--- src/rtl/led_status_gen.sv ---
// LED status word generator: frame-locked pattern stepping with four display
// modes and pause, controlled by debounced buttons; o_status changes only after a strobe.

module led_status_btn #(
  parameter int DEBOUNCE_FRAMES = 3
) (
  input  logic i_clk,
  input  logic i_rst_n,
  input  logic i_strobe,
  input  logic i_btn,
  output logic o_press
);
  localparam logic [3:0] DEB_LIM = 4'(DEBOUNCE_FRAMES);

  logic [1:0] sync;
  logic       deb;
  logic [3:0] dcnt;

  always_ff @(posedge i_clk or negedge i_rst_n) begin
    if (!i_rst_n) begin
      sync    <= '0;
      deb     <= 1'b0;
      dcnt    <= '0;
      o_press <= 1'b0;
    end else begin
      sync    <= {sync[0], i_btn};
      o_press <= 1'b0;
      if (i_strobe) begin
        if (sync[1] == deb) begin
          dcnt <= '0;
        end else if (dcnt + 4'd1 == DEB_LIM) begin
          deb     <= sync[1];
          dcnt    <= '0;
          o_press <= sync[1];
        end else begin
          dcnt <= dcnt + 4'd1;
        end
      end
    end
  end
endmodule

module led_status_gen #(
  parameter int FRAMES_PER_STEP = 6,
  parameter int DEBOUNCE_FRAMES = 3
) (
  input  logic        i_clk,
  input  logic        i_rst_n,
  input  logic        i_vsync_start,
  input  logic        i_btn_mode,
  input  logic        i_btn_pause,
  output logic [12:0] o_status,
  output logic [1:0]  o_mode,
  output logic        o_paused,
  output logic        o_step
);
  localparam int         NUM_BTN  = 2;
  localparam logic [5:0] FCNT_END = 6'(FRAMES_PER_STEP - 1);
  localparam logic [3:0] POS_TOP  = 4'd12;

  logic [NUM_BTN-1:0] raw, press;
  assign raw = {i_btn_pause, i_btn_mode};

  for (genvar gi = 0; gi < NUM_BTN; gi++) begin : g_btn
    led_status_btn #(.DEBOUNCE_FRAMES(DEBOUNCE_FRAMES)) u_btn (
      .i_clk    (i_clk),
      .i_rst_n  (i_rst_n),
      .i_strobe (i_vsync_start),
      .i_btn    (raw[gi]),
      .o_press  (press[gi])
    );
  end

  logic        strb_d, upd, paused, dir_left;
  logic [1:0]  mode;
  logic [5:0]  fcnt;
  logic [12:0] cnt, status_nxt;
  logic [3:0]  pos;

  // Pattern state advances one cycle after the strobe, when press events are valid.
  always_ff @(posedge i_clk or negedge i_rst_n) begin
    if (!i_rst_n) begin
      strb_d   <= 1'b0;
      upd      <= 1'b0;
      paused   <= 1'b0;
      mode     <= '0;
      fcnt     <= '0;
      cnt      <= '0;
      pos      <= POS_TOP;
      dir_left <= 1'b0;
    end else begin
      strb_d <= i_vsync_start;
      upd    <= 1'b0;
      if (strb_d) begin
        if (press[1]) paused <= ~paused;
        if (press[0]) begin
          mode     <= mode + 2'd1;
          fcnt     <= '0;
          cnt      <= '0;
          pos      <= POS_TOP;
          dir_left <= 1'b0;
          upd      <= 1'b1;
        end else if (!paused) begin
          if (fcnt == FCNT_END) begin
            fcnt <= '0;
            upd  <= 1'b1;
            if (mode == 2'd1) cnt <= cnt - 13'd1;
            else if (mode != 2'd2) cnt <= cnt + 13'd1;
            // Scanner bounces between 12 and 0 without dwelling on the ends.
            if (mode == 2'd2) begin
              if (!dir_left && pos == 4'd0) begin
                pos      <= 4'd1;
                dir_left <= 1'b1;
              end else if (dir_left && pos == POS_TOP) begin
                pos      <= POS_TOP - 4'd1;
                dir_left <= 1'b0;
              end else begin
                pos <= dir_left ? pos + 4'd1 : pos - 4'd1;
              end
            end
          end else begin
            fcnt <= fcnt + 6'd1;
          end
        end
      end
    end
  end

  always_comb begin
    status_nxt = cnt;
    case (mode)
      2'd2:    status_nxt = 13'd1 << pos;
      2'd3:    status_nxt = cnt ^ (cnt >> 1);
      default: status_nxt = cnt;
    endcase
  end

  always_ff @(posedge i_clk or negedge i_rst_n) begin
    if (!i_rst_n) begin
      o_status <= '0;
      o_step   <= 1'b0;
    end else begin
      o_step <= upd;
      if (upd) o_status <= status_nxt;
    end
  end

  assign o_mode   = mode;
  assign o_paused = paused;
endmodule
--- config.mk ---
export PLATFORM = sky130hd
export DESIGN_NAME = led_status_gen
export DESIGN_NICKNAME = d
export VERILOG_FILES = /design/src/rtl/led_status_gen.sv
export SDC_FILE = /design/constraint.sdc
export NUM_CORES = 1
export LEC_CHECK = 0
export BUFFER_PORTS_ARGS = -buffer_cell sky130_fd_sc_hd__buf_2
export CAP_MARGIN = 10
export CORE_ASPECT_RATIO = 1.25
export CORE_MARGIN = 2
export CORE_UTILIZATION = 58
export DETAILED_ROUTE_END_ITERATION = 16
export HOLD_SLACK_MARGIN = 0.03
export PLACE_DENSITY = 0.85
export SYNTH_ARGS = -nofsm -noshare
export SYNTH_HDL_FRONTEND = slang
export SYNTH_SLANG_ARGS = --single-unit
--- constraint.sdc ---
create_clock -name i_clk -period 5 [get_ports i_clk]
set_input_delay 1.25 -clock i_clk [delete_from_list [all_inputs] [get_ports i_clk]]
set_output_delay 1.25 -clock i_clk [all_outputs]
set_load 0.03 [all_outputs]
# Yosys cells after proc, flatten, opt, wreduce, memory -nomap -nowiden

Cells that the tools add are included.

Register bits: 59
Input bits: 5
Output and inout port bits: 17
Logic and storage cells: 94

$add $sub $neg: 8
Equality and inequality tests: 11
Shift-type cells: 1
Multiplexer cells: 36
Bitwise logic cells: 4
Reductions and logical operators: 16

Operators with widths:

| operator                                             | count |
|---|---|
| two-way mux 13 bit                                   | 5 |
| two-way mux 4 bit                                    | 11 |
| case mux 13 bit (2 select lines)                     | 1 |
| two-way mux 6 bit                                    | 3 |
| two-way mux 1 bit                                    | 16 |
| adder 13 x 1 -> 13 bit (second input constant)       | 1 |
| << shifter 1 x 4 -> 13 bit (first input constant)    | 1 |
| subtractor 13 x 1 -> 13 bit (second input constant)  | 1 |
| bitwise XOR 13 x 12 -> 13 bit                        | 1 |
| adder 4 x 1 -> 4 bit (second input constant)         | 3 |
| equality test 4 x 2 -> 1 bit (second input constant) | 2 |
| AND reduction 4 bit                                  | 2 |
| adder 6 x 1 -> 6 bit (second input constant)         | 1 |
| equality test 6 x 3 -> 1 bit (second input constant) | 1 |
| AND reduction 2 bit                                  | 3 |
| AND reduction 3 bit                                  | 2 |
| nonzero test 3 bit                                   | 2 |
| AND reduction 5 bit                                  | 1 |
| equality test 2 bit (second input constant)          | 2 |
| equality test 4 bit (second input constant)          | 1 |
| logical NOT 4 bit                                    | 1 |
| nonzero test 2 bit                                   | 2 |
| subtractor 4 x 1 -> 4 bit (second input constant)    | 1 |
| inverter 1 bit                                       | 3 |
| other kinds (7)                                      | 9 |

# Depth between registers and ports, before layout

Depth after elaboration: 8
Mapped depth: 13
Mapped depth without buffers: 10

# Cells and area by module

From an unflattened synthesis, not the netlist that was laid out.

Cells, all modules: 452
Area, all modules: 3921.3 µm²

By module, submodules not included:

| module         | times used | cells an instance | area an instance (µm²) | sequential area each (µm²) |
|---|---|---|---|---|
| led_status_gen | 1          | 382               | 3145.5                 | 1078.5 |
| led_status_btn | 2          | 35                | 387.9                  | 200.2 |

# Least setup slack after synthesis

Ideal clock, no wire load.

Path kind: register -> register
From: reg mode[0], in the netlist o_mode[0]
To: reg cnt[12]
Library setup time: 0.095 ns
Arrival: 2.877 ns
Data required time: 4.905 ns
Slack: 2.028 ns
Cell stages (with the launch flop): 13
Path buffers: 3
Period minus slack after synthesis: 2.972 ns
Cell sequence: dfrtp_1 ha_1 buf_2 buf_6 buf_2 xor2_1 ha_1 nor3b_1 o21ai_1 a2111oi_2 nor2_1 xnor2_1 o31ai_1

Cells in the longest elaborated chain, start to end: 5
Elaborated cells between the ends (all ways): 8
Those cells by class: 2 x eq/ne; 4 x mux; 2 x reduce/logical

RTL lines:

| what                         | line | text |
|---|---|---|
| from (decl)                  | 75   | `logic [1:0] mode;` |
| from (signal assigned)       | 97   | `mode <= mode + 2'd1;` |
| equality test 2 x 1 -> 1 bit | 107  | `if (mode == 2'd1) cnt <= cnt - 13'd1;` |
| two-way mux 13 bit           | 107  |  |
| two-way mux 13 bit           | 104  | `if (fcnt == FCNT_END) begin` |
| two-way mux 13 bit           | 103  | `end else if (!paused) begin` |
| two-way mux 13 bit           | 96   | `if (press[0]) begin` |
| to (signal assigned)         | 107  |  |
| to (signal assigned)         | 108  | `else if (mode != 2'd2) cnt <= cnt + 13'd1;` |
| to (decl)                    | 77   | `logic [12:0] cnt, status_nxt;` |

Several ways; a longest one is shown, not always the timed one. The select of a mux whose other input is x is not followed.
A chain may end at the register's enable or synchronous reset.

# Worst setup path in the final report

From: reg mode[1], in the netlist o_mode[1]
To: reg cnt[12]

The elaborated chain is that of the path after synthesis.

==> results.toml <==
[critical_path]
reg2reg_setup_slack_ns = 1.58
timing.rr.start = "o_mode[1]"
worstSetupPathType = "reg2reg"
r2r-end = "cnt[12]"
r2r.worst_path.cells = 10
timing.critical_path.to = "cnt[12]"
crit_required_ns = 5.25
start_kind = "register"
worst_ep_arrival_time_ns = 3.67
endpoint_type_of_the_worst_setup_path = "register"
timing.critical_path.fanout_max = 34
timing.critical_path.from = "o_mode[1]"

[global_routing]
globalRoute.totalOverflow = 0
overall_fraction_of_global_route_tracks_in_use_pct = 24.6
grt_pass1_wl_mm = 14.2
grt_start_max_net_pins = 60
grt_antenna_before_repair = 0
vias_in_the_first_global_route = 3148

[floorplan]
num_rows = 33
floorplan.die.width_um = 76.6
die_h_um = 94.7
starting_density_of_the_core_pct = 58.9
die_area_sq_um = 7250
core_sq_um = 6480
io_pins = 22

[run_status]
status = "finished, final reports clean"

[cts]
cts-buffers-inserted = 9
htreeDepth = 3
clock_insertion_delay_worst_skew_ns = 0.35
cts_hold_buf = 0
tritoncts = "built"
cts_num_sinks = 59
postCtsResizedCells = 0
cts_post_setup_buffers_inserted = 0
cts_max_path_buffers = 2
path_clk_slew_ns = 0.07
ctsRootBufferMaster = "sky130_fd_sc_hd__clkbuf_8"

[detailed_routing]
drt-wirelength-per-cell_um = 16.2
drt-vias-per-instance = 6.30
antenna_left = 0
drt-initial-drc-count = 352
routed_wl_mm = 8.59
vias = 3341
drc = 0
detail_route.first_pass.iterations = 5

[yosys]
synth_area_leader_cell = "sky130_fd_sc_hd__dfrtp_1"
synth_top_area_share_pct = 37.4
synth_area_sq_um = 3820
netlist-cell-type-count = 72
seq_area_frac_synth_pct = 38.7
synth_async_sr_flop_share_pct = 100
synth.net_count = 454
netlist_top_cells_area = "sky130_fd_sc_hd__dfrtp_1 37%, sky130_fd_sc_hd__ha_1 5.2%, sky130_fd_sc_hd__a21oi_1 4.3%"
syn_area_per_cell_sq_um = 8.84
ys_dominant_reg_cell = "sky130_fd_sc_hd__dfrtp_1"
yosysWarningCount = 0
post_syn_instances = 432
ys_ff_latch = 59
number_of_enable_flip_flop_cells_after_synthesis = 0

[final_layout]
fill_cells = 523
drive_gt1_share_pct = 13.1
final_common_cell = "sky130_fd_sc_hd__dfrtp_1"
n_antenna_cell = 0
final_area_sq_um = 4170
syn2layout_area_growth_pct = 9.21
mostFrequentLayoutCells = "57 x sky130_fd_sc_hd__dfrtp_1, 36 x sky130_fd_sc_hd__nand2_1, 35 x sky130_fd_sc_hd__nor2_1"
layout.nets = 460

[placement]
port_buffers = 21
routabilityCongestion = 0.888
total_cell_area_at_the_placement_stage_sq_um = 3920
hpwl_after_detailed_placement_mm = 5.72
dp_worst_setup_slack_ns = 1.70

[sta]
finalSetupViolations = 0
fin_setup_tns_ns = 0
rsz0062_at_grt = "false"
report.final.slew_viol_count = 0
final_critical_path_setup_slack_ns = 1.58
worst_slew_margin_rel_pct = 20.0
period_needed_ns = 3.42
post-route-period-util_pct = 68.4
worst_pin_slew_ns = 1.20
timing.final.hold_violations = 0
fin_worst_skew_ns = 0.0106
clock.fmax_mhz = 292

[min_path]
timing.hold.worst.class = "reg2reg"

[power_and_ir_drop]
max-vdd-ir-drop_uv = 331
powerDensity_nw_per_um2 = 638
static_leak_nw = 1.81

[run]
max_cap_viol_count = 0
[per-stage QoR]
stage	instances	power (mW)	hold slack, ns	utilization (%)
2_1_floorplan	432	1.82	0.331	-
3_3_place_gp	514	2.03	0.334	60.5
3_5_place_dp	514	2.08	0.341	60.5
4_1_cts	530	2.64	0.356	64.3
5_1_grt	530	2.84	0.367	64.3
6_report	530	2.66	0.354	64.3
[cells in the mapped netlist, types with 4 or more instances]
| cell | count |
|---|---|
| sky130_fd_sc_hd__nand2b_1 | 5 |
| sky130_fd_sc_hd__a21oi_1 | 33 |
| sky130_fd_sc_hd__nand2_1 | 36 |
| sky130_fd_sc_hd__clkbuf_1 | 16 |
| sky130_fd_sc_hd__xnor2_1 | 14 |
| sky130_fd_sc_hd__a221oi_1 | 5 |
| sky130_fd_sc_hd__nand3b_1 | 4 |
| sky130_fd_sc_hd__dfrtp_1 | 57 |
| sky130_fd_sc_hd__and3_1 | 6 |
| sky130_fd_sc_hd__nor2_1 | 35 |
| sky130_fd_sc_hd__nand3_1 | 6 |
| sky130_fd_sc_hd__ha_1 | 16 |
| sky130_fd_sc_hd__o21ai_1 | 24 |
| sky130_fd_sc_hd__nor3_1 | 12 |
| sky130_fd_sc_hd__or3_1 | 4 |
| sky130_fd_sc_hd__inv_1 | 16 |
| sky130_fd_sc_hd__mux2_2 | 5 |
| sky130_fd_sc_hd__o21ai_0 | 14 |
| sky130_fd_sc_hd__nor3b_1 | 7 |
| sky130_fd_sc_hd__o31ai_1 | 7 |
| sky130_fd_sc_hd__xor2_1 | 13 |
| sky130_fd_sc_hd__a22oi_1 | 4 |
| sky130_fd_sc_hd__buf_2 | 9 |
| sky130_fd_sc_hd__a31oi_1 | 14 |
[where the power goes]
group          internal [mW]  switching [mW]
logic                  0.474           0.713
clock network          0.345           0.204
registers              0.648           0.275
total                   1.47            1.19
[layout make-up]
cell class                      count  area (sq um)  area share (%)
Clock buffer                       10           138            3.30
Clock inverter                      6           113            2.70
Inverter                           20          75.1            1.80
Multi-Input combinational cell    326          2140            51.4
Sequential cell                    59          1480            35.5
Tap cell                           87           109            2.61
Timing Repair Buffer               22           113            2.70
[registers in the layout, summed over array words and instances (netlist names), 2 cells and up]
signal / count
g_btn.u_btn.o_press: 2
o_mode: 2
cnt: 13
o_status: 13
pos: 4
fcnt: 6
g_btn.u_btn.sync: 4
g_btn.u_btn.dcnt: 8
g_btn.u_btn.deb: 2
[logic make-up after synthesis]
kind of cell	after synthesis	synth area share [%]
DFF	59	38.7
xor gates and xnor gates	27	6.19
muxes	8	2.29
buffers and inverters	47	5.11
and+or+nand+nor	141	19.8
adders and majority gates	17	5.77
AOI/OAI and AO/OA	133	22.1
[worst min-delay path by stage]
stage | end | cells past startpoint | startpoint
global route | g_btn[0].u_btn.sync[1] | 0 | g_btn[0].u_btn.sync[0]
CTS | g_btn[1].u_btn.sync[1] | 0 | g_btn[1].u_btn.sync[0]
global placement | g_btn[0].u_btn.sync[1] | 0 | g_btn[0].u_btn.sync[0]
detailed placement | g_btn[1].u_btn.sync[1] | 0 | g_btn[1].u_btn.sync[0]
finish | g_btn[1].u_btn.sync[1] | 0 | g_btn[1].u_btn.sync[0]
floorplan | g_btn[0].u_btn.sync[1] | 0 | g_btn[0].u_btn.sync[0]
[worst max-delay path: stages, from the launching register on]
cell and delay [ns]:
sky130_fd_sc_hd__dfrtp_1 0.43, sky130_fd_sc_hd__inv_1 0.09, sky130_fd_sc_hd__ha_1 0.96, sky130_fd_sc_hd__xor2_1 0.21, sky130_fd_sc_hd__ha_1 0.21, sky130_fd_sc_hd__nor3b_1 0.19, sky130_fd_sc_hd__o21ai_1 0.15, sky130_fd_sc_hd__a2111oi_2 0.57
sky130_fd_sc_hd__nor2_1 0.13, sky130_fd_sc_hd__xnor2_1 0.16, sky130_fd_sc_hd__o31ai_1 0.22
[per-layer routing]
metal / vias to the layer above / global-route usage, % / share of wire [%]
met3: 23 / 4.97 / 5.6
met5: - / 0 / 0
met1: 1609 / 29.3 / 41
li1: 1569 / - / -
met4: 0 / 12.7 / 2.4
met2: 140 / 42.6 / 51
Power figures use the tool's default switching activity.
